File: config.mk
export PLATFORM = sky130hd
export DESIGN_NAME = fog_frame_tx
export DESIGN_NICKNAME = d
export VERILOG_FILES = /design/src/rtl/fog_frame_tx.sv
export SDC_FILE = /design/constraint.sdc
export NUM_CORES = 1
export LEC_CHECK = 0
export CORE_MARGIN = 4
export CORE_UTILIZATION = 40
export CTS_BUF_LIST = sky130_fd_sc_hd__clkbuf_8 sky130_fd_sc_hd__clkbuf_16
export DETAILED_ROUTE_END_ITERATION = 7
export DONT_BUFFER_PORTS = 1
export PLACE_DENSITY_LB_ADDON = 0.3
export SETUP_SLACK_MARGIN = 0.05
export SYNTH_ARGS = -nofsm -noshare
export SYNTH_HDL_FRONTEND = slang
export SYNTH_SLANG_ARGS = --single-unit
File: constraint.sdc
create_clock -name CLOCK_CPU -period 15.75 [get_ports CLOCK_CPU]
set_clock_uncertainty 0.2 [all_clocks]
set_input_delay 4.725 -clock CLOCK_CPU [delete_from_list [all_inputs] [get_ports CLOCK_CPU]]
set_output_delay 4.725 -clock CLOCK_CPU [all_outputs]
set_load 0.005 [all_outputs]
File: src/rtl/fog_frame_tx.sv
// FOG frame transmitter: snapshots step/err on a trigger and streams a
// 12-byte framed packet (header, payload, seq, checksum) to the UART.
module fog_frame_tx #(
  parameter logic [7:0] HDR0 = 8'hAB,
  parameter logic [7:0] HDR1 = 8'hBA
) (
  input  logic        CLOCK_CPU,
  input  logic        RST_SYNC,
  input  logic        i_sync_in,
  input  logic        i_sel_ext,
  input  logic [31:0] i_trig_period,
  input  logic [31:0] i_step,
  input  logic [31:0] i_err,
  output logic [7:0]  o_tx_data,
  output logic        o_tx_valid,
  input  logic        i_tx_ready,
  output logic        o_busy,
  output logic [7:0]  o_seq,
  output logic [7:0]  o_drop_cnt
);

  typedef enum logic {S_IDLE, S_SEND} state_t;

  state_t      r_state;
  state_t      w_state_nxt;
  logic [2:0]  r_sync;
  logic [31:0] r_tmr;
  logic [31:0] w_tmr_nxt;
  logic [3:0]  r_idx;
  logic [3:0]  w_idx_nxt;
  logic [3:0]  w_idx_inc;
  logic [31:0] r_step;
  logic [31:0] r_err;
  logic [7:0]  r_seq;
  logic [7:0]  r_drop;
  logic [7:0]  r_data;
  logic [7:0]  w_data_nxt;
  logic [7:0]  w_byte;
  logic [7:0]  w_csum;
  logic        w_ext_trig;
  logic        w_tmr_en;
  logic        w_tmr_hit;
  logic        w_trig;
  logic        w_load;
  logic        w_done;

  assign w_ext_trig = i_sel_ext & r_sync[1] & ~r_sync[2];
  assign w_tmr_en   = !i_sel_ext && (i_trig_period != 32'd0);
  // >= so a freshly lowered period fires at once instead of wrapping 2^32
  assign w_tmr_hit  = w_tmr_en && (r_tmr >= i_trig_period - 32'd1);
  assign w_trig     = w_ext_trig | w_tmr_hit;
  assign w_tmr_nxt  = (!w_tmr_en || w_tmr_hit) ? 32'd0 : r_tmr + 32'd1;

  assign w_csum = r_step[31:24] + r_step[23:16] + r_step[15:8]
                + r_step[7:0]   + r_err[31:24]  + r_err[23:16]
                + r_err[15:8]   + r_err[7:0]    + r_seq;

  assign w_idx_inc = r_idx + 4'd1;

  always_comb begin
    w_byte = w_csum;
    case (w_idx_inc)
      4'd1:    w_byte = HDR1;
      4'd2:    w_byte = r_step[31:24];
      4'd3:    w_byte = r_step[23:16];
      4'd4:    w_byte = r_step[15:8];
      4'd5:    w_byte = r_step[7:0];
      4'd6:    w_byte = r_err[31:24];
      4'd7:    w_byte = r_err[23:16];
      4'd8:    w_byte = r_err[15:8];
      4'd9:    w_byte = r_err[7:0];
      4'd10:   w_byte = r_seq;
      default: w_byte = w_csum;
    endcase
  end

  always_comb begin
    w_state_nxt = r_state;
    w_idx_nxt   = r_idx;
    w_data_nxt  = r_data;
    w_load      = 1'b0;
    w_done      = 1'b0;
    case (r_state)
      S_IDLE: begin
        if (w_trig) begin
          w_state_nxt = S_SEND;
          w_idx_nxt   = 4'd0;
          w_data_nxt  = HDR0;
          w_load      = 1'b1;
        end
      end
      S_SEND: begin
        if (i_tx_ready) begin
          if (r_idx == 4'd11) begin
            w_state_nxt = S_IDLE;
            w_idx_nxt   = 4'd0;
            w_data_nxt  = 8'h00;
            w_done      = 1'b1;
          end else begin
            w_idx_nxt  = w_idx_inc;
            w_data_nxt = w_byte;
          end
        end
      end
      default: w_state_nxt = S_IDLE;
    endcase
  end

  always_ff @(posedge CLOCK_CPU or posedge RST_SYNC) begin
    if (RST_SYNC) begin
      r_state <= S_IDLE;
      r_sync  <= 3'd0;
      r_tmr   <= 32'd0;
      r_idx   <= 4'd0;
      r_step  <= 32'd0;
      r_err   <= 32'd0;
      r_seq   <= 8'd0;
      r_drop  <= 8'd0;
      r_data  <= 8'h00;
    end else begin
      r_state <= w_state_nxt;
      r_sync  <= {r_sync[1:0], i_sync_in};
      r_tmr   <= w_tmr_nxt;
      r_idx   <= w_idx_nxt;
      r_data  <= w_data_nxt;
      if (w_load) begin
        r_step <= i_step;
        r_err  <= i_err;
      end
      if (w_done)
        r_seq <= r_seq + 8'd1;
      if (w_trig && (r_state == S_SEND) && (r_drop != 8'hFF))
        r_drop <= r_drop + 8'd1;
    end
  end

  assign o_tx_valid = (r_state == S_SEND);
  assign o_busy     = (r_state == S_SEND);
  assign o_tx_data  = r_data;
  assign o_seq      = r_seq;
  assign o_drop_cnt = r_drop;

endmodule
# [Yosys cells after proc, flatten, opt, wreduce, memory -nomap -nowiden]
# Cells that the tools add are included.
[classes] add_sub_neg=13 order_cmp=1 n_eq_ne=14 mux=18 n_bitwise=5 reduce_logical=9
[op_table] cell="8-bit one-hot mux with 10 select lines" n=1
[op_table] cell="8-bit adder" n=8
[op_table] cell="32-bit by 1-bit adder with 32-bit output, second input constant" n=1
[op_table] cell="32-bit >= comparator" n=1
[op_table] cell="32-bit two-way mux" n=1
[op_table] cell="32-bit nonzero test" n=1
[op_table] cell="32-bit by 1-bit subtractor with 32-bit output, second input constant" n=1
[op_table] cell="8-bit two-way mux" n=3
[op_table] cell="8-bit by 1-bit adder with 8-bit output, second input constant" n=2
[op_table] cell="4-bit by 3-bit == test with 1-bit output, second input constant" n=4
[op_table] cell="4-bit == test, second input constant" n=4
[op_table] cell="8-bit one-hot mux with 2 select lines" n=1
[op_table] cell="4-bit two-way mux" n=3
[op_table] cell="4-bit by 2-bit == test with 1-bit output, second input constant" n=2
[op_table] cell="8-bit != test, second input constant" n=1
[op_table] cell="4-bit one-hot mux with 2 select lines" n=1
[op_table] cell="1-bit two-way mux" n=7
[op_table] cell="4-bit by 1-bit adder with 4-bit output, second input constant" n=1
[op_table] cell="4-bit by 1-bit == test with 1-bit output, second input constant" n=1
[op_table] cell="1-bit logical AND" n=4
[op_table] cell="2-bit != test, second input constant" n=2
[op_table] cell="1-bit AND" n=2
[op_table] cell="1-bit logical NOT" n=2
[op_table] cell="1-bit inverter" n=2
[op_table] cell="other kinds (4)" n=4
[totals] ff_bits=128

# [Longest topological paths before layout]
[depth] ltp_word=12 ltp_mapped=20 mapped_depth_nobuf=17

# [Least setup slack after synthesis]
# OpenSTA, ideal clock, no wires.
[synth_path] kind="input to register" from="input port i_trig_period[1]" to="register r_err[0]" setup_time_ps=125 arrival_ps=8529 t_required_ps=15425 setup_slack_ps=6896 stages=18 path_buffers=3 path_cell_list="nor4_1 > nand4_1 > or4_1 > clkbuf_1 > nor3_1 > nand3b_1 > xor2_1 > ha_1 > nand4_1 > nor4_1 > a21oi_1 > o211ai_1 > a31oi_1 > o22ai_4 > nor2b_4 > buf_8 > buf_12 > mux2_4"
[synth_via] elab_chain_cells=6 elab_cells_between_ends=8
[synth_lines] item="from (decl)" line="11" text="input logic [31:0] i_trig_period,"
[synth_lines] item="32-bit by 1-bit subtractor with 32-bit output or 32-bit nonzero test (tied branches)" line="50, 48"
[synth_lines] item="32-bit >= comparator or 1-bit logical AND (tied branches)" line="50, 48"
[synth_lines] item="1-bit logical AND *" line="50" text="assign w_tmr_hit = w_tmr_en && (r_tmr >= i_trig_period - 32'd1);"
[synth_lines] item="1-bit OR *" line="51" text="assign w_trig = w_ext_trig | w_tmr_hit;"
[synth_lines] item="1-bit two-way mux *" line="85" text="if (w_trig) begin"
[synth_lines] item="1-bit two-way mux *" line="83" text="case (r_state)"
[synth_lines] item="to (signal assigned)" line="128" text="r_err <= i_err;"
[synth_lines] item="to (decl)" line="33" text="logic [31:0] r_err;"
# Every way passes the cells marked *; elsewhere a longest branch is shown, timed or not.
# A chain may end at the register's enable or synchronous reset.

# [Worst setup path in the final report]
[layout_path] from="input port i_trig_period[1]" to="register r_err[28]"
# Same word-level chain as after synthesis.

==> results.sh <==
export IMPL_status="complete, no violations"
export IMPL_setup_ws_ns=6.357
export IMPL_post_dp_hpwl_um=16110
export IMPL_final_layout_size_suffix_gt1_share_pct=13.11
export IMPL_cp_max_fo=34
export IMPL_cts_reportedPaths_clkPinSlew_ns=0.06
export IMPL_fp_dieW_um=158.7
export IMPL_hold_class="reg2reg"
export IMPL_yosys_warnings=0
export IMPL_synth_flop_cell="dfrtp_1"
export IMPL_dieArea_mm2=0.02518
export IMPL_grt_first_pass_wirelength_um=34720
export IMPL_ys_ff_latch=128
export IMPL_drt_initial_drc_count=368
export IMPL_synth_edf_count=0
export IMPL_drc=0
export IMPL_num_antenna_cells=0
export IMPL_antenna_found_initial=1
export IMPL_io_pins=127
export IMPL_worstSetupEndpointType="flop"
export IMPL_final_common_cell="dfrtp_1"
export IMPL_max_freq_mhz=106.5
export IMPL_numPortBuffers=0
export IMPL_clk_latency_ns=0.42
export IMPL_layout_common_cells="128 x dfrtp_1, 75 x inv_1, 68 x nor2_1, 61 x xnor2_1, 60 x mux2_4"
export IMPL_drtPass1Iterations=5
export IMPL_period_needed_ns=9.393
export IMPL_ys_types=64
export IMPL_cts_setup_buffers=0
export IMPL_async_flop_share_pct=100.0
export IMPL_mappedNetlistNets=1042
export IMPL_hold_violations=0
export IMPL_cts_sinks=128
export IMPL_path_cells="nor4_1 > nand4_1 > or4_1 > nor3_1 > nand3b_1 > xor2_1 > ha_1 > nand4_1 > nor4_1 > a21oi_1 > o211ai_1 > a31oi_1 > o22ai_4 > nor2b_4 > buf_4 > mux2_2"
export IMPL_finalSetupTns_ns=0
export IMPL_rows=54
export IMPL_vias=6107
export IMPL_cts_buffers=17
export IMPL_gr_usage_all_layers_pct=17.82
export IMPL_synth_yosys_seq_area_share_pct=35.26
export IMPL_vias_per_cell=5.385
export IMPL_hold_buffers=0
export IMPL_crit_path_max_incr_delay_ns=0.57
export IMPL_htreeDepth=4
export IMPL_wl_per_cell_um=18.73
export IMPL_required_ns=15.85
export IMPL_overflow=0
export IMPL_finalWeightedCongestion=0.8430
export IMPL_cts_resized=0
export IMPL_slowest_stage="or4_1"
export IMPL_cap_viol_max_count=0
export IMPL_syn_avg_cell_area_um2=10.72
export IMPL_initial_core_util_pct=41.11
export IMPL_finalSetupViolCount=0
export IMPL_fin_nets=1036
export IMPL_worstPathArrival_ns=9.50
export IMPL_critPathLaunchType="primary input"
export IMPL_cts_tree="yes"
export IMPL_synth_cell_area_mm2=0.009084
export IMPL_grt_pass1_vias=6491
export IMPL_syn_inst=847
export IMPL_rsz0062_at_grt="no"
export IMPL_grt_max_degree=79
export IMPL_cts_root_buf="clkbuf_16"
export IMPL_pre_cts_slack_ns=6.004
export IMPL_syn_to_final_growth_pct=8.485
export IMPL_maxSlewViolCount=0
export IMPL_wirelength_um=21240
export IMPL_ant_nets=0
export IMPL_worstSetupPathType="in2reg"
export IMPL_fin_crit_sh_pct=59.64
export IMPL_fillers=2048
export IMPL_fp_coreArea_mm2=0.02209
export IMPL_die_h_um=158.7
export IMPL_max_slew_margin_pct=28.70
export IMPL_worst_slew_pin_slew_ns=1.062
export IMPL_clockBufferDepth=2
-- state kept, by name (all words and copies together) (netlist names) --
| signal | cells |
|---|---|
| o_busy | 1 |
| o_drop_cnt | 8 |
| o_seq | 8 |
| o_tx_data | 8 |
| r_err | 32 |
| r_idx | 4 |
| r_step | 32 |
| r_sync | 3 |
| r_tmr | 32 |
-- Yosys cell counts (8+ instances only) --
cell type,instances,area (um2)
dfrtp_1,128,3203
inv_1,75,281.5
nor2_1,68,255.2
xnor2_1,61,534.3
mux2_4,60,900.9
nand2_1,51,191.4
ha_1,49,613.1
fa_1,45,900.9
o21ai_0,32,160.2
xor2_1,32,280.3
a21oi_1,23,115.1
nand3_1,23,115.1
nand4_1,19,118.9
clkbuf_1,18,67.56
nor3_1,16,80.08
and3_1,12,75.07
nor4_1,9,56.30
a222oi_1,8,80.08
a22oi_1,8,60.06
and2_1,8,50.05
-- worst max-delay path, delay by kind of cell --
| family | cells | cell delay [ns] |
|---|---|---|
| AO/OA/AOI/OAI | 4 | 0.78 |
| AND/OR/NAND/NOR | 8 | 2.61 |
| multiplexers | 1 | 0.40 |
| buffers and inverters | 1 | 0.49 |
| XOR/XNOR | 1 | 0.16 |
| adder cells (fa/ha/maj) | 1 | 0.29 |
-- area by class of cell --
class                      instances  area (um2)  share of cell area, %
inverter                          76       287.8                  2.920
multi-input combinational        614        5369                  54.48
sequential                       128        3203                  32.50
timing repair buffer               4       30.03                 0.3047
tap                              280       350.3                  3.555
clock buffer                      19       452.9                  4.596
clock inverter                    13       161.4                  1.638
-- final timing paths --
kind                             startpoint      endpoint  slack (ns)  cells past startpoint
min in group asynchronous          RST_SYNC      r_tmr[1]        4.06                      1
min reg2reg                       r_sync[0]     r_sync[1]        0.15                      0
max                        i_trig_period[1]     r_err[28]        6.36                     16
max in group asynchronous          RST_SYNC     r_step[5]        9.83                      2
max reg2reg                        o_seq[2]  o_tx_data[6]       11.03                     16
min                               r_sync[0]     r_sync[1]        0.15                      0
-- logic make-up (layout without fill, tap and decap cells) --
family / count (synthesis) / in the layout / synth area share, %
mux: 71 / 71 / 11.23
fa+ha+maj: 94 / 94 / 16.67
buf+inv: 105 / 112 / 5.633
flops: 128 / 128 / 35.26
xor+xnor: 93 / 93 / 8.967
simple gates: 237 / 237 / 13.15
compound gates: 119 / 119 / 9.091
-- stage by stage --
step                      cells  util (%)  hold slack, ns  cell area (um2)
after floorplan             847         -          0.1312             9084
after global placement     1102     41.82          0.1388             9240
after detailed placement   1102     41.82          0.1477             9240
after CTS                  1134     44.60          0.1549             9854
after global routing       1134     44.60          0.1558             9854
final                      1134     44.60          0.1494             9854
-- routing by layer --
| metal | GRT usage, % | share of wire [%] | up-vias |
|---|---|---|---|
| li1 | - | - | 2947 |
| met1 | 23.23 | 44 | 2946 |
| met4 | 5.118 | 1.6 | 2 |
| met3 | 5.436 | 7.5 | 30 |
| met2 | 28.78 | 46 | 182 |
| met5 | 0 | 0.033 | - |
Power is left out: the tool's default activity adds up to more than one toggle a clock period on the data nets, which glitch-free logic cannot reach.
